[config.mk]
export PLATFORM = sky130hd
export DESIGN_NAME = reduce_arbiter
export DESIGN_NICKNAME = d
export VERILOG_FILES = /design/src/rtl/reduce_arbiter.sv
export SDC_FILE = /design/constraint.sdc
export NUM_CORES = 1
export LEC_CHECK = 0
export ABC_AREA = 1
export BUFFER_PORTS_ARGS = -buffer_cell sky130_fd_sc_hd__buf_2
export CAP_MARGIN = 10
export CORE_ASPECT_RATIO = 0.9
export CORE_MARGIN = 2
export CORE_UTILIZATION = 54
export DETAILED_ROUTE_END_ITERATION = 8
export PLACE_DENSITY = 0.83
export SETUP_SLACK_MARGIN = 0.2
export SKIP_CTS_REPAIR_TIMING = 1
export SKIP_LAST_GASP = 1
export SYNTH_ARGS = -nofsm -noshare
export SYNTH_HDL_FRONTEND = slang
export SYNTH_SLANG_ARGS = --single-unit
[constraint.sdc]
create_clock -name CLK -period 2.78 [get_ports CLK]
set_input_delay 0.139 -clock CLK [delete_from_list [all_inputs] [get_ports CLK]]
set_output_delay 0.139 -clock CLK [all_outputs]
set_load 0.01 [all_outputs]
[src/rtl/reduce_arbiter.sv]
// Round-robin arbiter sharing one reduction unit between two
// requesters, with a bounded wait and timeout error response.
module reduce_arbiter #(
  parameter int WIDTH   = 4,
  parameter int TIMEOUT = 15
) (
  input  logic             CLK,
  input  logic             ASYNCRESETN,
  input  logic             req0_valid,
  output logic             req0_ready,
  input  logic [WIDTH-1:0] req0_data,
  input  logic [1:0]       req0_op,
  input  logic             req1_valid,
  output logic             req1_ready,
  input  logic [WIDTH-1:0] req1_data,
  input  logic [1:0]       req1_op,
  output logic             rsp_valid,
  input  logic             rsp_ready,
  output logic             rsp_id,
  output logic             rsp_result,
  output logic             rsp_error,
  output logic             ru_start,
  output logic [WIDTH-1:0] ru_in,
  output logic [1:0]       ru_op,
  input  logic             ru_done,
  input  logic             ru_result
);

  typedef enum logic [1:0] {
    IDLE,
    ISSUE,
    WAIT,
    RESP
  } state_t;

  localparam logic [7:0] TO_LAST = 8'(TIMEOUT - 1);

  state_t     state;
  state_t     state_nx;
  logic       last_grant;
  logic [7:0] cnt;
  logic       gnt1;
  logic       gnt0;
  logic       idle;
  logic       accept;
  logic       timeout;

  // Tie goes to whoever was not served last.
  assign gnt1 = req1_valid & (~req0_valid | ~last_grant);
  assign gnt0 = req0_valid & ~gnt1;

  assign idle       = (state == IDLE) & ASYNCRESETN;
  assign req0_ready = idle & gnt0;
  assign req1_ready = idle & gnt1;
  assign accept     = req0_ready | req1_ready;

  assign timeout   = (cnt == TO_LAST);
  assign ru_start  = (state == ISSUE);
  assign rsp_valid = (state == RESP);

  always_ff @(posedge CLK or negedge ASYNCRESETN) begin
    if (!ASYNCRESETN) begin
      state <= IDLE;
    end else begin
      state <= state_nx;
    end
  end

  always_comb begin
    state_nx = state;
    unique case (state)
      IDLE:  if (accept) state_nx = ISSUE;
      ISSUE: state_nx = WAIT;
      WAIT:  if (ru_done || timeout) state_nx = RESP;
      RESP:  if (rsp_ready) state_nx = IDLE;
      default: state_nx = IDLE;
    endcase
  end

  always_ff @(posedge CLK or negedge ASYNCRESETN) begin
    if (!ASYNCRESETN) begin
      ru_in      <= '0;
      ru_op      <= '0;
      rsp_id     <= 1'b0;
      rsp_result <= 1'b0;
      rsp_error  <= 1'b0;
      last_grant <= 1'b1;
      cnt        <= '0;
    end else begin
      if (accept) begin
        ru_in  <= gnt1 ? req1_data : req0_data;
        ru_op  <= gnt1 ? req1_op : req0_op;
        rsp_id <= gnt1;
      end
      if (state == ISSUE) begin
        cnt <= '0;
      end
      // A done pulse on the timeout cycle still counts as success.
      if (state == WAIT) begin
        cnt <= cnt + 8'd1;
        if (ru_done) begin
          rsp_result <= ru_result;
          rsp_error  <= 1'b0;
        end else if (timeout) begin
          rsp_result <= 1'b0;
          rsp_error  <= 1'b1;
        end
      end
      if (state == RESP && rsp_ready) begin
        last_grant <= rsp_id;
      end
    end
  end

endmodule

==> flow_results.org <==
** Outcome
- The flow ran to the end, and the final reports show no timing, DRC or antenna violations.

** Timing
- Setup repair after global routing left no endpoint under its margin.
- Count of pins over their slew limit :: 0
- Counting I/O delays and the setup requirement, the final critical path takes 1.83 ns.
- The total count of hold-check failures in the final report is 0.
- The clock arrives with 0.00536 ns of skew.
- For the final routed database, the setup TNS stands at 0 ns.
- Headroom to the max-slew limit came out at 64.8%.
- For this run, the top clock speed supported by timing is 0.547 GHz.
- Transition time at the pin with the least slew margin :: 0.528 ns
- Ratio of final minimum period to clock period :: 65.8%
- Setup-violating endpoint count in the final report :: 0

** Pwr
- Of the total power, the share spent switching nets is 40.5%.
- The clock network is responsible for 19.1% of the overall power.
- Cell internal power was estimated by the tool at 759 uW.
- Total power divided by cell area :: 939 nW/um^2
- Combinational share of power :: 43.9%
- Maximum vdd ir drop :: 0.488 mV
- Reported net switching power :: 516 uW
- In this run, flip-flops and latches consume 37.0% of the power.
- Total leakage power :: 0.000710 uW

** Placement
- Placer congestion estimate :: 0.800
- Number of buffers inserted by port buffering :: 31
- DPL Wire Length :: 1790 um

** Worst setup path
- Highest net fanout along the worst path :: 22
- The signal on the critical path passes through dlygate4sd3_1 > buf_2 > nand3_1 > a21oi_1 > buf_2.
- The critical path is of the in2out type.
- The slowest stage of the critical path belongs to the cell sky130_fd_sc_hd__dlygate4sd3_1.
- Endpoint type of the worst setup path :: output pin
- At the worst endpoint, the arrival time is 1.69 ns.
- The largest single stage delay on the critical path is 0.52 ns.
- Most prevalent standard cell on the critical path :: sky130_fd_sc_hd__buf_2
- Required time reported for the critical path endpoint :: 2.64 ns
- STA classifies the critical path startpoint as an input pin.

** Clock network
- Latest clock arrival within the worst-skew pair :: 0.31 ns
- H-tree depth :: 1
- Total CTS buffers :: 3
- After clock tree synthesis, the clock-pin slew on the worst setup and hold paths is 0.11 ns.
- Number of clock sinks seen by CTS :: 20
- In this run the deepest clock path goes through 2 buffers.
- The cell sitting at the root of the clock tree is a sky130_fd_sc_hd__clkbuf_4.
- TritonCTS built the clock tree.

** Logic synthesis
- The mapped netlist covers 1120 um^2.
- Synthesis produced a netlist with a net count of 163.
- Yosys printed 0 warnings.
- Mean post-synth cell area :: 8.16 um^2
- Register bit count reported by yosys :: 20
- Top cell type's share of synthesized area :: 42.5%
- Summing the sequential cell areas from Yosys gives 44.9% of the chip area.
- Ranked by total cell area, the synthesized netlist is headed by sky130_fd_sc_hd__dfrtp_1 (43%), sky130_fd_sc_hd__nand2_1 (11%), sky130_fd_sc_hd__ha_1 (7.8%).
- Syn Inst Count :: 137
- The largest total area in the synthesized netlist belongs to sky130_fd_sc_hd__dfrtp_1.
- Library cells used by synthesis :: 22

** Route
- Detailed routing inserted a total of 1024 vias.
- Number of iterations in the first detailed-routing pass :: 4
- Iter 0 DRT Violations :: 22
- Routed wire per std cell :: 12.3 um
- Sum of met2 wire segment lengths after detailed routing :: 1190 um
- DR vias/cell :: 5.20
- Sum of routed wire length over all layers :: 2420 um
- Metal3 WL :: 64 um
- Once detail routing completed, the nets flagged for antenna violations numbered 0.
- Detailed-routing wirelength on met1 :: 1130 um
- Count of unresolved DRC violations after routing :: 0
- Routed signal wires occupy layers up through met4.

** Global routing
- First-pass GRT wire length :: 3980 um
- Largest net degree at the start of global routing :: 23
- Total gr overflow :: 0
- Total global routing track utilization :: 22.1%
- The number of antenna violations at the first check in global routing is 0.
- The number of global-route vias before repair came to 934.

** Floorplan
- Site row count :: 15
- Starting density of the core :: 57.9%
- Die Wd :: 52.0 um
- Die area :: 2450 um^2
- Die boundary height :: 47.2 um
- Core area :: 1930 um^2
- For this design the top-level I/O count stands at 32.

** Run
- Number of maximum-capacitance violations :: 0

** Final layout
- The final layout contains 199 nets.
- Cells fill 70.3% of the core in the end.
- The number of antenna diodes in the final layout is 0.
- Synth-to-Final Area Change :: 21.5%
- Share of final-layout standard cells stronger than drive strength 1 :: 25.0%

** Hold path
- Class of the tightest hold or removal check :: in2reg
## sequential cells by signal, indices dropped and copies added (netlist names)
register,flops
cnt,8
rsp_error,1
ru_in,4
state,2
rsp_result,1
last_grant,1
rsp_id,1
ru_op,2
## layer usage
layer  vias up  GRT usage, %
li1        525             -
met1       474          27.9
met2        20          39.2
met3         5          2.87
met4         0          8.95
met5         -             0
## placed cells by master (no fill, tap or decap), types with 2 or more instances in the layout
| cell | n |
|---|---|
| sky130_fd_sc_hd__a21oi_1 | 6 |
| sky130_fd_sc_hd__a31oi_1 | 7 |
| sky130_fd_sc_hd__buf_2 | 31 |
| sky130_fd_sc_hd__clkbuf_4 | 3 |
| sky130_fd_sc_hd__dfrtp_1 | 19 |
| sky130_fd_sc_hd__dlygate4sd3_1 | 2 |
| sky130_fd_sc_hd__ha_1 | 7 |
| sky130_fd_sc_hd__inv_1 | 16 |
| sky130_fd_sc_hd__nand2_1 | 33 |
| sky130_fd_sc_hd__nand2_2 | 2 |
| sky130_fd_sc_hd__nand3_1 | 15 |
| sky130_fd_sc_hd__nand4_1 | 3 |
| sky130_fd_sc_hd__nor2_1 | 13 |
| sky130_fd_sc_hd__nor3_1 | 3 |
| sky130_fd_sc_hd__o21ai_0 | 3 |
## final cells by class
| class | instances | area [um^2] |
|---|---|---|
| fillers | 154 | 574 |
| well taps | 25 | 31.3 |
| inverters | 16 | 60.1 |
| repair buffers | 33 | 175 |
| flip-flops and latches | 20 | 502 |
| clock inverters | 1 | 30.0 |
| multi-input cells | 99 | 538 |
| clock buffers | 3 | 22.5 |
## Yosys cell counts
cell type                  count
sky130_fd_sc_hd__nor3_2        1
sky130_fd_sc_hd__dfstp_2       1
sky130_fd_sc_hd__nand3_1      15
sky130_fd_sc_hd__nand4_4       1
sky130_fd_sc_hd__a21boi_0      1
sky130_fd_sc_hd__nor2_1       13
sky130_fd_sc_hd__nand2_2       2
sky130_fd_sc_hd__or2_2         1
sky130_fd_sc_hd__buf_4         1
sky130_fd_sc_hd__ha_1          7
sky130_fd_sc_hd__nor3_1        3
sky130_fd_sc_hd__o21ai_1       1
sky130_fd_sc_hd__buf_6         1
sky130_fd_sc_hd__dfrtp_1      19
sky130_fd_sc_hd__nor2_2        1
sky130_fd_sc_hd__a21oi_1       6
sky130_fd_sc_hd__nand2_1      33
sky130_fd_sc_hd__nand4_1       3
sky130_fd_sc_hd__inv_1        16
sky130_fd_sc_hd__nand2_4       1
sky130_fd_sc_hd__a31oi_1       7
sky130_fd_sc_hd__o21ai_0       3
## path summary, 6_finish.rpt
check                            startpoint         end  slack [ns]  cells after the start
worst max-delay path            ASYNCRESETN  req0_ready        0.95                      5
worst min-delay path                ru_done   rsp_error        0.03                      2
worst max register to register     state[0]      cnt[5]        1.21                      9
worst min register to register   rsp_result  rsp_result        0.50                      2
max in group asynchronous       ASYNCRESETN  last_grant        2.10                      2
min in group asynchronous       ASYNCRESETN    ru_op[1]        0.32                      2
## power groups by stage
stage | clock [uW] | combinational, uW | sequential, uW
6_report | 243 | 560 | 473
4_1_cts | 246 | 563 | 470
3_3_place_gp | 0 | 530 | 471
5_1_grt | 257 | 634 | 486
3_5_place_dp | 0 | 555 | 478
2_1_floorplan | 0 | 360 | 499
## critical path, delay by kind of cell
family,cells,cell delay (ns)
AND/OR/NAND/NOR,1,0.21
AO/OA/AOI/OAI,1,0.20
buffers and inverters,3,1.13
## logic make-up after synthesis
group,Yosys count,synth area share (%)
and+or+nand+nor,74,31.2
DFF,20,44.9
AOI/OAI and AO/OA,18,9.06
adders and majority gates,7,7.83
buffers and inverters,18,7.05
## through the flow
step           hold WS [ns]  cell area, um^2  setup WS, ns  total power, uW  instances
2_1_floorplan        -0.157             1120          1.40              859        137
6_report             0.0324             1360         0.951             1280        197
5_1_grt              0.0543             1360         0.789             1380        197
3_3_place_gp          0.129             1290          1.30             1000        191
4_1_cts              -0.208             1340          1.01             1280        195
3_5_place_dp          0.139             1290          1.22             1030        191
(Power assumes the default switching activity.)
